`src/rtl/ap_delay_bank_pkg.sv`:
```
// Shared types and constants for the per-channel AP delay bank.
// AP_W is the adaptive-predictor speed-control width; TRIG_AP is the value forced by a trigger.
package ap_delay_bank_pkg;

    localparam int AP_W = 10;
    localparam logic [AP_W-1:0] TRIG_AP = 10'd256;

    typedef enum logic {
        ST_INIT = 1'b0,
        ST_RUN  = 1'b1
    } apState_e;

endpackage

```
`src/rtl/ap_delay_bank_triga.sv`:
```
// TRIGA rule: a tone/transition trigger forces AP to TRIG_AP, otherwise the
// FILTC output passes through untouched. Purely combinational.
module triga
    import ap_delay_bank_pkg::*;
(
    input  logic            tr_i,
    input  logic [AP_W-1:0] app_i,
    output logic [AP_W-1:0] ap_o
);

    assign ap_o = tr_i ? TRIG_AP : app_i;

endmodule

```
`src/rtl/ap_delay_bank.sv`:
```
// Per-channel AP storage with a post-reset clear sweep and one-cycle read latency.
// Optional macro AP_BYPASS_EN: a same-cycle read/write of one channel returns the new value.
module ap_delay_bank
    import ap_delay_bank_pkg::*;
#(
    parameter int NCH  = 32,
    parameter int CH_W = 5
)
(
    input  logic            clk,
    input  logic            reset,
    input  logic            wr_en,
    input  logic [CH_W-1:0] wr_ch,
    input  logic [AP_W-1:0] APP,
    input  logic            TR,
    input  logic            rd_en,
    input  logic [CH_W-1:0] rd_ch,
    output logic [AP_W-1:0] AP,
    output logic            ap_valid,
    output logic [CH_W-1:0] ap_ch,
    output logic            init_busy
);

    localparam logic [31:0] NCH_U = NCH;

    logic [AP_W-1:0] entry_q [NCH];

    apState_e        state_q;
    logic [CH_W-1:0] sweepCnt_q;
    logic            initBusy_q;

    logic [AP_W-1:0] ap_q;
    logic            apValid_q;
    logic [CH_W-1:0] apCh_q;

    logic [AP_W-1:0] wrValue;
    logic            wrInRange;
    logic            rdInRange;
    logic            wrAccept;
    logic            rdAccept;
    logic [AP_W-1:0] rdData_d;

    triga uTriga (
        .tr_i  (TR),
        .app_i (APP),
        .ap_o  (wrValue)
    );

    assign wrInRange = (32'(wr_ch) < NCH_U);
    assign rdInRange = (32'(rd_ch) < NCH_U);
    assign wrAccept  = reset && !initBusy_q && wr_en && wrInRange;
    assign rdAccept  = reset && !initBusy_q && rd_en;

    // Out-of-range reads still answer, but always with zero.
    always_comb begin
        rdData_d = '0;
        if (rdInRange) begin
`ifdef AP_BYPASS_EN
            if (wrAccept && (wr_ch == rd_ch)) begin
                rdData_d = wrValue;
            end else begin
                rdData_d = entry_q[rd_ch];
            end
`else
            rdData_d = entry_q[rd_ch];
`endif
        end
    end

    always_ff @(posedge clk) begin
        if (!reset) begin
            state_q    <= ST_INIT;
            sweepCnt_q <= '0;
            initBusy_q <= 1'b1;
        end else begin
            case (state_q)
                ST_INIT: begin
                    if (32'(sweepCnt_q) == NCH_U - 32'd1) begin
                        state_q    <= ST_RUN;
                        sweepCnt_q <= '0;
                        initBusy_q <= 1'b0;
                    end else begin
                        sweepCnt_q <= sweepCnt_q + 1'b1;
                    end
                end
                ST_RUN: begin
                    initBusy_q <= 1'b0;
                end
                default: begin
                    state_q <= ST_INIT;
                end
            endcase
        end
    end

    // Storage is never reset directly; the sweep clears it one entry per cycle.
    always_ff @(posedge clk) begin
        if (reset) begin
            if (state_q == ST_INIT) begin
                entry_q[sweepCnt_q] <= '0;
            end else if (wrAccept) begin
                entry_q[wr_ch] <= wrValue;
            end
        end
    end

    always_ff @(posedge clk) begin
        if (!reset) begin
            ap_q      <= '0;
            apValid_q <= 1'b0;
            apCh_q    <= '0;
        end else begin
            apValid_q <= rdAccept;
            if (rdAccept) begin
                ap_q   <= rdData_d;
                apCh_q <= rd_ch;
            end
        end
    end

    assign AP        = ap_q;
    assign ap_valid  = apValid_q;
    assign ap_ch     = apCh_q;
    assign init_busy = initBusy_q;

endmodule
```
`config.mk`:
```
export PLATFORM = sky130hd
export DESIGN_NAME = ap_delay_bank
export DESIGN_NICKNAME = d
export VERILOG_FILES = /design/src/rtl/ap_delay_bank_pkg.sv /design/src/rtl/ap_delay_bank_triga.sv /design/src/rtl/ap_delay_bank.sv
export SDC_FILE = /design/constraint.sdc
export NUM_CORES = 1
export LEC_CHECK = 0
export CORE_MARGIN = 3
export CORE_UTILIZATION = 46
export CTS_CLUSTER_DIAMETER = 120
export DETAILED_ROUTE_END_ITERATION = 10
export PLACE_DENSITY = 0.62
export SLEW_MARGIN = 20
export SYNTH_ARGS = -nofsm -noshare
export SYNTH_HDL_FRONTEND = slang
export SYNTH_HIERARCHICAL = 1
export SYNTH_SLANG_ARGS = --single-unit
```
`constraint.sdc`:
```
create_clock -name clk -period 4.4 [get_ports clk]
set_input_delay 0.88 -clock clk [delete_from_list [all_inputs] [get_ports clk]]
set_output_delay 0.88 -clock clk [all_outputs]
set_load 0.005 [all_outputs]
```
==> key figures <==
STA
  – Crit share post-route: 0.6856
  – Tightest Pin Transition: 1.100 ns
  – RSZ-0062 raised after global routing: false
  – Fin. Hold Viols: 0
  – Post-route setup TNS: 0 ns
  – Slew Viols, Final: 0
  – Final min period: 3.017 ns
  – Min Hold Slack: 0.4702 ns
  – Max Clk Rate: around 0.33 GHz
  – Clk_skew: between 0.015 and 0.02 ns
  – Relative slew margins: 0.2667
  – # setup viols final: 0

Synth
  – Synthesized area per cell: about 18 µm²
  – Post-synthesis async set-or-reset flop share: 0
  – Warnings from Yosys: 6
  – Sequential share of the synthesized area: 0.7291
  – Area fraction of the dominant cell type after synthesis: 0.6957
  – Post-Syn Nets: a little under 800
  – Synth area leaders: edfxtp_1 70%, mux4_1 4.4%, mux4_2 4.2%
  – Most instantiated cells after synthesis: 320 x edfxtp_1, 52 x nor2_1, 39 x mux2i_1
  – Yosys top cell by area: edfxtp_1
  – Synth unique cells: roughly 50
  – Post-synth EDFFs: 320
  – Main synth FF type: edfxtp_1
  – Synthesis-stage register bit count: about 340
  – Mapped cell area: ~0.014 mm²
  – Cell count after synthesis: between 700 and 800
  – Most frequent cell after synthesis: edfxtp_1

Job
  – # Max-Cap Violations: 0

Floorplanning
  – Core Footprint: around 0.029 mm²
  – Ports: 42
  – Width of the die: between 150 and 200 µm
  – Die area: between 0.03 and 0.04 mm²
  – Num rows: 62
  – Initial core utilization: 0.4735
  – Die Span Y: 179.3 µm

Setup path
  – CP Launch Point: wr_en
  – Crit path required time: roughly 4.5 ns
  – CP Max Fanout: 16
  – Reg2reg start: state_q
  – Critical Path End Type: flip-flop
  – Crit start category: input pin
  – R2r setup slk: between 1.5 and 2 ns
  – Worst setup path endpoint: entry_q[11][7]
  – Setup CP Type: input pin to flip-flop
  – R2r endpoint: entry_q[11][7]
  – Cells on worst reg2reg path: 5
  – WP data arrival: between 3 and 4 ns

Global route
  – GR met3 Demand/Resource: 0.03515
  – Largest net degree at the start of global routing: 46
  – Number of global-route vias before repair: 7326
  – Initial antenna violation count: 1
  – Gr usage total: 0.2006
  – GR Util met1: 0.2942
  – Met2 Usage GRT: 0.3074
  – First-pass GRT wire length: 46.75 mm
  – GRT overflow: 0
  – GR peak layer: met2

Finish
  – Fin area: ~0.016 mm²
  – ANT cells: 0
  – Final-layout fill cell count: about 2300
  – Register area: 0.01007 mm²
  – Share of cells above drive strength 1: 0.1856
  – Area Growth Syn to Fin: 14.89%
  – Fin nets: around 900
  – Multi-input logic area: approximately 0.0035 mm²
  – Layout Cells excl Fill: around 1300

Placed design
  – IO Port Bufs: between 40 and 50
  – Dpl cell area: 0.01478 mm²
  – Hpwl dp: 19.96 mm
  – Placed Instances: about 1200
  – Placer Congestion: roughly 0.94

Pwr
  – NetSw: around 1.3 mW
  – Register share of total power: 0.538
  – Leakage dissipation: about 5.7 nW
  – Pint: roughly 5.3 mW
  – Worst vdd ir: ~0.22 mV
  – Combinational power share: 0.036
  – Pwr/cell area: between 400 and 500 mW/mm²
  – Switching Fraction: 0.1986
  – Clk pwr share: 0.426

Clock tree
  – CTS Buffer Depth: 3
  – Resized cells post-CTS: 0
  – Hold Buf Count CTS: 0
  – Inserted Clock Buffers: 35
  – Clk_lat worst skew: 0.51 ns
  – CTS tree: done
  – Post-CTS setup buffers: 0
  – Clock root buffer: clkbuf_16
  – Clock slew at reported path FFs: about 0.060 ns
  – Sink Count: roughly 340
  – Htree depth: 2

Routing
  – Vias per inst: approximately 5.9
  – Total vias in the final route: 7409
  – Drt total wl: 31.75 mm
  – Drt first-iter violations: ~860
  – Wire length per cell: 25.26 µm
  – Drc violations: 0
  – First-pass DRT Iterations: 5
  – ANT nets after route: 0

Min path
  – Hold Path Class: flip-flop to flip-flop

Run status
  – Status: complete, no violations
-- state kept, by name, summed over array words and instances, names as in the netlist --
| signal | flops |
|---|---|
| AP | 10 |
| state_q | 1 |
| ap_valid | 1 |
| init_busy | 1 |
| sweepCnt_q | 5 |
| entry_q | 320 |
| ap_ch | 5 |
-- metal layers --
| metal | vias up | wire (µm) |
|---|---|---|
| li1 | 3236 | - |
| met1 | 3821 | 13770 |
| met2 | 291 | 15050 |
| met3 | 61 | 2100 |
| met4 | 0 | 825 |
| met5 | - | 0 |
-- logic make-up (layout without fill, tap and decap cells) --
| logic type | Yosys count | after routing | share of synthesized area |
|---|---|---|---|
| and+or+nand+nor | 169 | 169 | 0.06205 |
| muxes | 116 | 116 | 0.1372 |
| DFF | 343 | 343 | 0.7291 |
| AOI/OAI and AO/OA | 91 | 91 | 0.04982 |
| adders and majority gates | 2 | 2 | 0.001811 |
| buffers and inverters | 42 | 152 | 0.02002 |
-- critical path, stage by stage --
cell and delay (ns):
clkdlybuf4s50_1 0.50, and4b_1 0.35, buf_4 0.26, mux2i_1 0.32
nand2_1 0.15, nor2_1 0.66
-- power by group through the flow --
stage	Sequential (mW)	Combinational (mW)	Clock [mW]
5_1_grt	3.54	0.254	2.99
6_report	3.54	0.239	2.81
2_1_floorplan	3.61	0.163	0
3_3_place_gp	3.61	0.233	0
3_5_place_dp	3.61	0.237	0
4_1_cts	3.54	0.238	2.86
-- worst min-delay path by stage --
| stage | cells after the start | start | to |
|---|---|---|---|
| 2_1_floorplan | 2 | ap_ch[0] | ap_ch[0] |
| 3_3_place_gp | 2 | ap_ch[1] | ap_ch[1] |
| 3_5_place_dp | 2 | ap_ch[1] | ap_ch[1] |
| 4_1_cts | 2 | ap_ch[1] | ap_ch[1] |
| 5_1_grt | 2 | ap_ch[1] | ap_ch[1] |
| 6_report | 2 | ap_ch[1] | ap_ch[1] |
-- placed cells by master (no fill, tap or decap), drive strengths merged, types with 2 or more instances in the layout --
cell type | Yosys | routed
a21oi | 3 | 3
clkbuf | 12 | 43
and2 | 12 | 12
ha | 2 | 2
a221o | 7 | 7
bufinv | 0 | 2
clkinv | 0 | 14
a2111oi | 5 | 5
o211ai | 2 | 2
mux2 | 28 | 28
nor2 | 53 | 53
nor2b | 39 | 39
mux2i | 39 | 39
nand3b | 4 | 4
a211oi | 25 | 25
nand2 | 38 | 38
o21ai | 9 | 9
o31a | 10 | 10
mux4 | 49 | 49
edfxtp | 320 | 320
dfxtp | 23 | 23
a22oi | 3 | 3
o22ai | 12 | 12
or2 | 3 | 3
buf | 28 | 52
clkdlybuf4s50 | 0 | 37
nand3 | 7 | 7
o41ai | 6 | 6
o31ai | 5 | 5
clkinvlp | 0 | 2
nand2b | 4 | 4
a2bb2oi | 2 | 2
inv | 2 | 2
-- layout make-up --
class,count,area share
flip-flops and latches,343,0.6346
multi-input cells,378,0.2186
clock buffers,43,0.05976
repair buffers,89,0.04762
well taps,384,0.03028
clock inverters,18,0.008752
inverters,2,0.0004731
-- metrics by stage --
stage / setup slack [ns] / util / total power [mW]
detailed placement: 0.8938 / 0.5067 / 3.847
finish: 1.383 / 0.5441 / 6.587
CTS: 1.408 / 0.5440 / 6.635
global placement: 0.9791 / 0.5067 / 3.841
floorplan: 1.692 / - / 3.770
global route: 1.228 / 0.5441 / 6.781
No activity file was read; power rests on OpenSTA's default activity.
